## src/rtl/m_code_pkg.sv

```systemverilog
// Shared definitions for the m-code acquisition/tracking slice: FSM encoding,
// default window/threshold constants and the 31-chip m-sequence recurrence.
package m_code_pkg;

    localparam int CODE_LEN_DEF  = 31;
    localparam int LOCK_TH_DEF   = 28;
    localparam int CONFIRM_N_DEF = 2;
    localparam int MISS_N_DEF    = 3;

    // x^5 + x^2 + 1: feedback taps on s[4] (a[n]) and s[2] (a[n+2])
    localparam logic [4:0] M_TAPS = 5'b10100;

    typedef enum logic [2:0] {
        ST_IDLE   = 3'd0,
        ST_SEARCH = 3'd1,
        ST_SLIP   = 3'd2,
        ST_VERIFY = 3'd3,
        ST_LOCK   = 3'd4
    } state_t;

    function automatic logic [4:0] m_next(input logic [4:0] s);
        return {s[3:0], ^(s & M_TAPS)};
    endfunction

endpackage

```

## src/rtl/m_code_sync_ctrl_if.sv

```systemverilog
// Chip-stream and status bundle between the despreader/generator side and the
// code sync controller.
interface m_code_sync_ctrl_if #(
    parameter int CW = 5
);
    logic          enable;
    logic          chip_tick;
    logic          rx_chip;
    logic          local_chip;
    logic          shift_pulse;
    logic          locked;
    logic [CW-1:0] corr_val;
    logic          corr_valid;
    logic [CW-1:0] slip_cnt;
    logic          sweep_wrap;
    logic [2:0]    state;

    modport master (
        output enable, chip_tick, rx_chip, local_chip,
        input  shift_pulse, locked, corr_val, corr_valid, slip_cnt, sweep_wrap, state
    );

    modport slave (
        input  enable, chip_tick, rx_chip, local_chip,
        output shift_pulse, locked, corr_val, corr_valid, slip_cnt, sweep_wrap, state
    );
endinterface

```

## src/rtl/m_code_corr_win.sv

```systemverilog
// Per-window chip agreement accumulator; one window is CODE_LEN counted ticks,
// with an optional discarded tick after each generator slip.
module m_code_corr_win
    import m_code_pkg::*;
#(
    parameter int CODE_LEN = CODE_LEN_DEF,
    parameter int LOCK_TH  = LOCK_TH_DEF,
    parameter int CW       = $clog2(CODE_LEN + 1)
) (
    input  logic          clk,
    input  logic          rst,
    input  logic          clr,
    input  logic          count_en,
    input  logic          skip_set,
    input  logic          chip_tick,
    input  logic          rx_chip,
    input  logic          local_chip,
    output logic          win_end,
    output logic          hit,
    output logic [CW-1:0] corr_val,
    output logic          corr_valid
);
    localparam logic [CW-1:0] ZERO = {CW{1'b0}};
    localparam logic [CW-1:0] ONE  = CW'(1);
    localparam logic [CW-1:0] LAST = CW'(CODE_LEN - 1);

    logic [CW-1:0] agree_cnt_r;
    logic [CW-1:0] chip_idx_r;
    logic          skip_r;
    logic [CW-1:0] corr_val_r;
    logic          corr_valid_r;

    logic          tick_s;
    logic          take_s;
    logic [CW-1:0] match_s;
    logic [CW-1:0] sum_s;

    // Tick qualification and the completed-window agreement total
    always_comb begin
        tick_s  = chip_tick && count_en;
        take_s  = tick_s && !skip_r;
        match_s = {{(CW-1){1'b0}}, ~(rx_chip ^ local_chip)};
        sum_s   = agree_cnt_r + match_s;
        win_end = take_s && (chip_idx_r == LAST);
        hit     = win_end && (sum_s >= CW'(LOCK_TH));
    end

    // Window counters, skip flag and the registered correlation result
    always_ff @(posedge clk) begin
        if (rst || clr) begin
            agree_cnt_r  <= ZERO;
            chip_idx_r   <= ZERO;
            skip_r       <= 1'b0;
            corr_val_r   <= ZERO;
            corr_valid_r <= 1'b0;
        end else begin
            if (skip_set) begin
                skip_r <= 1'b1;
            end else if (tick_s && skip_r) begin
                skip_r <= 1'b0;
            end
            if (win_end) begin
                agree_cnt_r <= ZERO;
                chip_idx_r  <= ZERO;
                corr_val_r  <= sum_s;
            end else if (take_s) begin
                agree_cnt_r <= sum_s;
                chip_idx_r  <= chip_idx_r + ONE;
            end
            corr_valid_r <= win_end;
        end
    end

    assign corr_val   = corr_val_r;
    assign corr_valid = corr_valid_r;

endmodule

```

## src/rtl/m_code_sync_ctrl.sv

```systemverilog
// Code phase acquisition/tracking controller: slides the local m-code one chip
// per missed window until correlation confirms, then holds and monitors lock.
module m_code_sync_ctrl
    import m_code_pkg::*;
#(
    parameter int CODE_LEN  = CODE_LEN_DEF,
    parameter int LOCK_TH   = LOCK_TH_DEF,
    parameter int CONFIRM_N = CONFIRM_N_DEF,
    parameter int MISS_N    = MISS_N_DEF,
    parameter int CW        = $clog2(CODE_LEN + 1)
) (
    input  logic              clk,
    input  logic              rst,
    m_code_sync_ctrl_if.slave bus
);
    localparam logic [CW-1:0] ZERO = {CW{1'b0}};
    localparam logic [CW-1:0] ONE  = CW'(1);

    state_t        state_r;
    state_t        next_state_s;
    logic [CW-1:0] hit_cnt_r;
    logic [CW-1:0] miss_cnt_r;
    logic [CW-1:0] slip_cnt_r;
    logic          shift_pulse_r;
    logic          locked_r;
    logic          sweep_wrap_r;

    logic          shift_pulse_s;
    logic          locked_s;
    logic          sweep_wrap_s;
    logic          count_en_s;
    logic          win_end_s;
    logic          hit_s;
    logic          confirm_s;
    logic          miss_last_s;
    logic          slip_last_s;

    assign count_en_s  = (state_r == ST_SEARCH) || (state_r == ST_VERIFY) || (state_r == ST_LOCK);
    assign confirm_s   = (hit_cnt_r + ONE) >= CW'(CONFIRM_N);
    assign miss_last_s = (miss_cnt_r + ONE) >= CW'(MISS_N);
    assign slip_last_s = (slip_cnt_r == CW'(CODE_LEN - 1));

    m_code_corr_win #(
        .CODE_LEN (CODE_LEN),
        .LOCK_TH  (LOCK_TH),
        .CW       (CW)
    ) u_corr_win (
        .clk        (clk),
        .rst        (rst),
        .clr        (!bus.enable),
        .count_en   (count_en_s),
        .skip_set   (state_r == ST_SLIP),
        .chip_tick  (bus.chip_tick),
        .rx_chip    (bus.rx_chip),
        .local_chip (bus.local_chip),
        .win_end    (win_end_s),
        .hit        (hit_s),
        .corr_val   (bus.corr_val),
        .corr_valid (bus.corr_valid)
    );

    // State register together with the registered FSM outputs
    always_ff @(posedge clk) begin
        if (rst) begin
            state_r       <= ST_IDLE;
            shift_pulse_r <= 1'b0;
            locked_r      <= 1'b0;
            sweep_wrap_r  <= 1'b0;
        end else begin
            state_r       <= next_state_s;
            shift_pulse_r <= shift_pulse_s;
            locked_r      <= locked_s;
            sweep_wrap_r  <= sweep_wrap_s;
        end
    end

    // Next-state decision; dropping enable wins over any window-end outcome
    always_comb begin
        next_state_s = state_r;
        if (!bus.enable) begin
            next_state_s = ST_IDLE;
        end else begin
            case (state_r)
                ST_IDLE:   next_state_s = ST_SEARCH;
                ST_SEARCH: begin
                    if (win_end_s && hit_s) begin
                        next_state_s = (CONFIRM_N == 1) ? ST_LOCK : ST_VERIFY;
                    end else if (win_end_s) begin
                        next_state_s = ST_SLIP;
                    end else begin
                        next_state_s = ST_SEARCH;
                    end
                end
                ST_VERIFY: begin
                    if (win_end_s && hit_s) begin
                        next_state_s = confirm_s ? ST_LOCK : ST_VERIFY;
                    end else if (win_end_s) begin
                        next_state_s = ST_SLIP;
                    end else begin
                        next_state_s = ST_VERIFY;
                    end
                end
                ST_SLIP:   next_state_s = ST_SEARCH;
                ST_LOCK: begin
                    if (win_end_s && !hit_s && miss_last_s) begin
                        next_state_s = ST_SLIP;
                    end else begin
                        next_state_s = ST_LOCK;
                    end
                end
                default:   next_state_s = ST_IDLE;
            endcase
        end
    end

    // Output decode, registered on the same edge as the state change
    always_comb begin
        shift_pulse_s = (next_state_s == ST_SLIP);
        locked_s      = (next_state_s == ST_LOCK);
        sweep_wrap_s  = bus.enable && (state_r == ST_SLIP) && slip_last_s;
    end

    // Hit/miss/slip bookkeeping; all cleared while disabled
    always_ff @(posedge clk) begin
        if (rst || !bus.enable) begin
            hit_cnt_r  <= ZERO;
            miss_cnt_r <= ZERO;
            slip_cnt_r <= ZERO;
        end else begin
            case (state_r)
                ST_IDLE:   slip_cnt_r <= ZERO;
                ST_SEARCH: begin
                    if (win_end_s && hit_s) begin
                        hit_cnt_r  <= ONE;
                        miss_cnt_r <= ZERO;
                    end
                end
                ST_VERIFY: begin
                    if (win_end_s && hit_s) begin
                        hit_cnt_r  <= hit_cnt_r + ONE;
                        miss_cnt_r <= ZERO;
                    end else if (win_end_s) begin
                        hit_cnt_r <= ZERO;
                    end
                end
                ST_SLIP:   slip_cnt_r <= slip_last_s ? ZERO : slip_cnt_r + ONE;
                ST_LOCK: begin
                    if (win_end_s && hit_s) begin
                        miss_cnt_r <= ZERO;
                    end else if (win_end_s && miss_last_s) begin
                        miss_cnt_r <= ZERO;
                        hit_cnt_r  <= ZERO;
                        slip_cnt_r <= ZERO;
                    end else if (win_end_s) begin
                        miss_cnt_r <= miss_cnt_r + ONE;
                    end
                end
                default: begin
                    hit_cnt_r  <= ZERO;
                    miss_cnt_r <= ZERO;
                    slip_cnt_r <= ZERO;
                end
            endcase
        end
    end

    assign bus.shift_pulse = shift_pulse_r;
    assign bus.locked      = locked_r;
    assign bus.sweep_wrap  = sweep_wrap_r;
    assign bus.slip_cnt    = slip_cnt_r;
    assign bus.state       = state_r;

endmodule

```

## src/flat_wrapper.sv

```systemverilog
// flat-port wrapper written by rule: the top's interface ports become plain ports
module m_code_sync_ctrl_flat import m_code_pkg::*;
#(
    parameter int CODE_LEN  = CODE_LEN_DEF,
    parameter int LOCK_TH   = LOCK_TH_DEF,
    parameter int CONFIRM_N = CONFIRM_N_DEF,
    parameter int MISS_N    = MISS_N_DEF,
    parameter int CW        = $clog2(CODE_LEN + 1)
)
  (clk, rst, bus_enable, bus_chip_tick, bus_rx_chip, bus_local_chip, bus_shift_pulse, bus_locked, bus_corr_val, bus_corr_valid, bus_slip_cnt, bus_sweep_wrap, bus_state);
  m_code_sync_ctrl_if #(.CW(CW)) bus_i ();
  input  logic clk;
  input  logic rst;
  input wire logic [$bits(bus_i.enable)-1:0] bus_enable;
  input wire logic [$bits(bus_i.chip_tick)-1:0] bus_chip_tick;
  input wire logic [$bits(bus_i.rx_chip)-1:0] bus_rx_chip;
  input wire logic [$bits(bus_i.local_chip)-1:0] bus_local_chip;
  output wire logic [$bits(bus_i.shift_pulse)-1:0] bus_shift_pulse;
  output wire logic [$bits(bus_i.locked)-1:0] bus_locked;
  output wire logic [$bits(bus_i.corr_val)-1:0] bus_corr_val;
  output wire logic [$bits(bus_i.corr_valid)-1:0] bus_corr_valid;
  output wire logic [$bits(bus_i.slip_cnt)-1:0] bus_slip_cnt;
  output wire logic [$bits(bus_i.sweep_wrap)-1:0] bus_sweep_wrap;
  output wire logic [$bits(bus_i.state)-1:0] bus_state;
  assign bus_i.enable = bus_enable;
  assign bus_i.chip_tick = bus_chip_tick;
  assign bus_i.rx_chip = bus_rx_chip;
  assign bus_i.local_chip = bus_local_chip;
  assign bus_shift_pulse = bus_i.shift_pulse;
  assign bus_locked = bus_i.locked;
  assign bus_corr_val = bus_i.corr_val;
  assign bus_corr_valid = bus_i.corr_valid;
  assign bus_slip_cnt = bus_i.slip_cnt;
  assign bus_sweep_wrap = bus_i.sweep_wrap;
  assign bus_state = bus_i.state;
  m_code_sync_ctrl #(.CODE_LEN(CODE_LEN), .LOCK_TH(LOCK_TH), .CONFIRM_N(CONFIRM_N), .MISS_N(MISS_N), .CW(CW)) u_core (.clk(clk), .rst(rst), .bus(bus_i));
endmodule
```

## config.mk

```make
export PLATFORM = sky130hd
export DESIGN_NAME = m_code_sync_ctrl_flat
export DESIGN_NICKNAME = d
export VERILOG_FILES = /design/src/rtl/m_code_pkg.sv /design/src/rtl/m_code_sync_ctrl_if.sv /design/src/rtl/m_code_corr_win.sv /design/src/rtl/m_code_sync_ctrl.sv /design/src/flat_wrapper.sv
export SDC_FILE = /design/constraint.sdc
export NUM_CORES = 1
export LEC_CHECK = 0
export BUFFER_PORTS_ARGS = -buffer_cell sky130_fd_sc_hd__buf_2
export CAP_MARGIN = 0
export CORE_MARGIN = 5
export CORE_UTILIZATION = 30
export CTS_BUF_LIST = sky130_fd_sc_hd__clkbuf_8 sky130_fd_sc_hd__clkbuf_16
export DETAILED_ROUTE_END_ITERATION = 6
export SLEW_MARGIN = 20
export SYNTH_ARGS = -nofsm -noshare
export SYNTH_HDL_FRONTEND = slang
export SYNTH_SLANG_ARGS = --single-unit
```

## constraint.sdc

```tcl
create_clock -name clk -period 1.9 [get_ports clk]
set_input_delay 0.19 -clock clk [delete_from_list [all_inputs] [get_ports clk]]
set_output_delay 0.19 -clock clk [all_outputs]
set_load 0.01 [all_outputs]
```

==> results.txt <==
The number of buffers between clock root and the deepest sink is 2. The count of input and output buffers came out at 22. The final reports fail on setup timing. sky130_fd_sc_hd__dfxtp_1 takes more of the synthesized area than any other cell. In this run the count of I/O pins placed on the die edge is 23. The number of nets in the synthesized netlist is between 200 and 250. The via count of the first global-routing pass came to approximately 1600.

The die width is around 90 um. The number of enable flip-flop cells after synthesis came out at 0. The clock latency at the later pin of the worst-skew pair came out at a little under 0.3 ns.

The relative slew slack came out at 0.7010. The final layout contains routed wiring with a total length of between 4000 and 5000 um. Row generation in the floorplan step produced 29 rows. Data arrives at the worst endpoint at around 2.2 ns. The synthesis warning total came out at 0. The initial cell density of the core came out at 0.3041. The path class of the tightest hold or removal check is in2reg. The library cell used as clock root buffer is sky130_fd_sc_hd__clkbuf_8. The total power draw is between 1 and 1.5 mW. The residual antenna-violating net count after detailed routing came out at 0.

The post-place setup slack came out at -0.2398 ns. The die span in y came out at about 90 um. The multi-input gate area in the final layout is about 0.0012 mm^2. Summing all flip-flop and latch instances after layout gives 763.2 um^2. TritonCTS built the clock tree. The post-route worst setup slack came out at -0.02820 ns.

The global-route congestion overflow total came out at 0. The leakage power is about 1 nW. The power density of the placed cells is 578.9 mW/mm^2. The wire length of the first global-routing pass is 7127 um. The slowest stage of the critical path is the sky130_fd_sc_hd__or4_1 cell. After synthesis, the cell types taking the most area are sky130_fd_sc_hd__dfxtp_1 40%, sky130_fd_sc_hd__ha_1 6.6%, sky130_fd_sc_hd__nor2_1 5.5%. The area growth from synthesis to layout came out at 31.71%.

The share of the synthesized area in the top cell type is 0.4008. Setup repair after global routing could not meet its margin everywhere. The share of the Yosys chip area taken by registers is 0.4008. The final antenna diode count is 0. The first TritonRoute pass finished after 4 iterations. The area of the placeable core is around 0.0062 mm^2.

The H-tree depth is 2. The share of the clock period used by the worst path after layout is 1.015. Detailed routing inserted a total of ~1700 vias. The critical path goes through ha_4 > and3b_1 > o2111ai_2 > and2_4 > a31oi_4 > or4_1 > a21oi_2. In the layout the commonest cells are 36 x sky130_fd_sc_hd__dfxtp_1, 27 x sky130_fd_sc_hd__nor2_1, 24 x sky130_fd_sc_hd__buf_4, 22 x sky130_fd_sc_hd__buf_2, 10 x sky130_fd_sc_hd__nand3_1. The total of endpoints with negative setup slack in the final report came out at 2. STA classifies the critical path startpoint as a flop. CTS saw 38 sinks. The share of final-layout standard cells stronger than drive strength 1 is 0.3168.

The maximum number of pins on one net before global-route repair is 14. The clock skew came out at approximately 0.0022 ns. The number of pins exceeding their max-slew limit in the final report came to 0. Across the run, the number of max-cap violations was 0. The number of antenna violations at the first check in global routing is 0.

The number of design-rule violations left by the first detailed-router iteration is 86. Subtracting the final worst setup slack from the clock period gives ~1.9 ns. The count of mapped cells out of synthesis came out at 212. The count of distinct cell types in the synthesized netlist came out at 44. The most used flip-flop cell after synthesis is sky130_fd_sc_hd__dfxtp_1. The final weighted congestion in routability-driven placement is 0.8022.

The library cell used most frequently in the layout, excluding fill and tap cells, is sky130_fd_sc_hd__dfxtp_1. The half-perimeter wire length of the detailed placement result came out at roughly 3100 um. The average size of a mapped cell is slightly below 9 um^2.

The number of buffers created by CTS came out at 5. The share of flip-flops with an asynchronous set or reset after synthesis is 0. STA classifies the critical path endpoint as a flop. The slew at the pin closest to its max-slew limit is about 0.45 ns. The critical path in this run is classified as reg2reg.

The worst supply voltage drop on vdd is roughly 0.38 mV. The net count of the finished layout is ~280. In the routed design, unresolved DRC markers number 0. After synthesis the netlist holds a flip-flop and latch count of 38. The die covers between 0.008 and 0.009 mm^2.

The flow ran to the end, but the final reports show violations. The maximum clock frequency came out at 518.6 MHz. For the worst setup path, the data required time is between 2 and 2.5 ns. The wire length per cell after detailed routing is roughly 13 um.

The maximum net fanout on the critical path is 5. The layout filler cell count came out at 642. The all-layer global routing usage came out at 0.1135. The area of the mapped netlist came out at approximately 0.0019 mm^2. The largest single stage delay on the critical path is ~0.44 ns. The worst-case register-to-register setup slack came out at -0.03 ns.

Clock-pin slew was measured on the worst setup and hold paths at roughly 0.070 ns. The mean number of vias per cell is 4.991. The count of final hold-check violations is 0.
-- through the flow --
step | cell area [um^2] | util | setup TNS [ns] | hold WS (ns) | instances
6_report | 2500 | 0.4006 | -0.03886 | 0.1471 | 339
4_1_cts | 2422 | 0.3881 | -0.01118 | 0.1427 | 338
2_1_floorplan | 1908 | - | -0.01693 | 0.3025 | 212
5_1_grt | 2500 | 0.4006 | -0.7349 | 0.1557 | 339
3_5_place_dp | 2271 | 0.3639 | -1.502 | 0.4477 | 329
3_3_place_gp | 2271 | 0.3639 | -0.6390 | 0.4511 | 329
-- repair_timing --
action	in CTS	in global routing
resized for setup	10	17
setup buffers	1	1
pin swaps	6	2
hold buffers	0	0
hold endpoints to repair	0	0
setup endpoints to repair	14	15
-- power by group --
part	switching [mW]	internal, mW
combinational	0.0428	0.0300
sequential	0.00313	0.799
clock	0.285	0.287
-- cell usage after synthesis, types with 4 or more instances --
master	n
sky130_fd_sc_hd__nand2b_1	4
sky130_fd_sc_hd__inv_1	7
sky130_fd_sc_hd__clkbuf_1	5
sky130_fd_sc_hd__nor2b_1	4
sky130_fd_sc_hd__and3_1	5
sky130_fd_sc_hd__xor2_1	8
sky130_fd_sc_hd__nor2_1	28
sky130_fd_sc_hd__o21ai_1	5
sky130_fd_sc_hd__nand2_1	10
sky130_fd_sc_hd__dfxtp_1	38
sky130_fd_sc_hd__nand3_1	11
sky130_fd_sc_hd__a21oi_1	12
sky130_fd_sc_hd__a211oi_1	5
sky130_fd_sc_hd__ha_1	10
sky130_fd_sc_hd__xnor2_1	7
sky130_fd_sc_hd__nand4_1	4
-- path summary, 6_finish.rpt --
check                                                      start  cells after the start                            end
worst min register to register     u_core.u_corr_win.corr_val[3]                      2  u_core.u_corr_win.corr_val[3]
worst max register to register  u_core.u_corr_win.agree_cnt_r[0]                      7         u_core.bus.slip_cnt[3]
worst max-delay path            u_core.u_corr_win.agree_cnt_r[0]                      7         u_core.bus.slip_cnt[3]
worst min-delay path                               bus_chip_tick                      2       u_core.u_corr_win.skip_r
-- routing by layer --
metal / share of wire / GRT usage / wire length, um / up-vias
met4: 0.0082 / 0.02436 / 35 / 0
met3: 0.056 / 0.04516 / 239 / 5
li1: - / - / - / 862
met2: 0.46 / 0.1795 / 1943 / 26
met5: 0 / 0 / 0 / -
met1: 0.48 / 0.1458 / 2041 / 799
-- kinds of logic (layout without fill, tap and decap cells) --
logic type               after synthesis  in the layout  synth area share
AO/OA/AOI/OAI                         51             51            0.1938
adder cells (fa/ha/maj)               10             10           0.06592
multiplexers                           3              3           0.01582
AND/OR/NAND/NOR                       82             82            0.2281
buffers and inverters                 13             63           0.02637
XOR/XNOR                              15             15           0.06922
flip-flops                            38             38            0.4008
-- layout make-up --
type	count	share of cell area
clock buffer	6	0.03303
inverter	7	0.01051
multi-input combinational	161	0.4840
tap	77	0.03854
sequential	38	0.3053
timing repair buffer	48	0.1251
clock inverter	2	0.003504
-- critical path, delay by kind of cell (launching register included) --
family                   cells  cell delay (ns)
AO/OA/AOI/OAI                3             0.52
flip-flops                   1             0.34
AND/OR/NAND/NOR              3             0.83
adder cells (fa/ha/maj)      1             0.18
-- state kept, by name, summed over array words and instances (netlist names) --
signal	count
u_core.miss_cnt_r	5
u_core.bus.sweep_wrap	1
u_core.bus.shift_pulse	1
u_core.hit_cnt_r	5
u_core.u_corr_win.agree_cnt_r	5
u_core.u_corr_win.chip_idx_r	5
u_core.bus.locked	1
u_core.u_corr_win.corr_valid	1
u_core.bus.state	3
u_core.u_corr_win.corr_val	5
u_core.bus.slip_cnt	5
u_core.u_corr_win.skip_r	1
No activity file was read; power rests on OpenSTA's default activity.
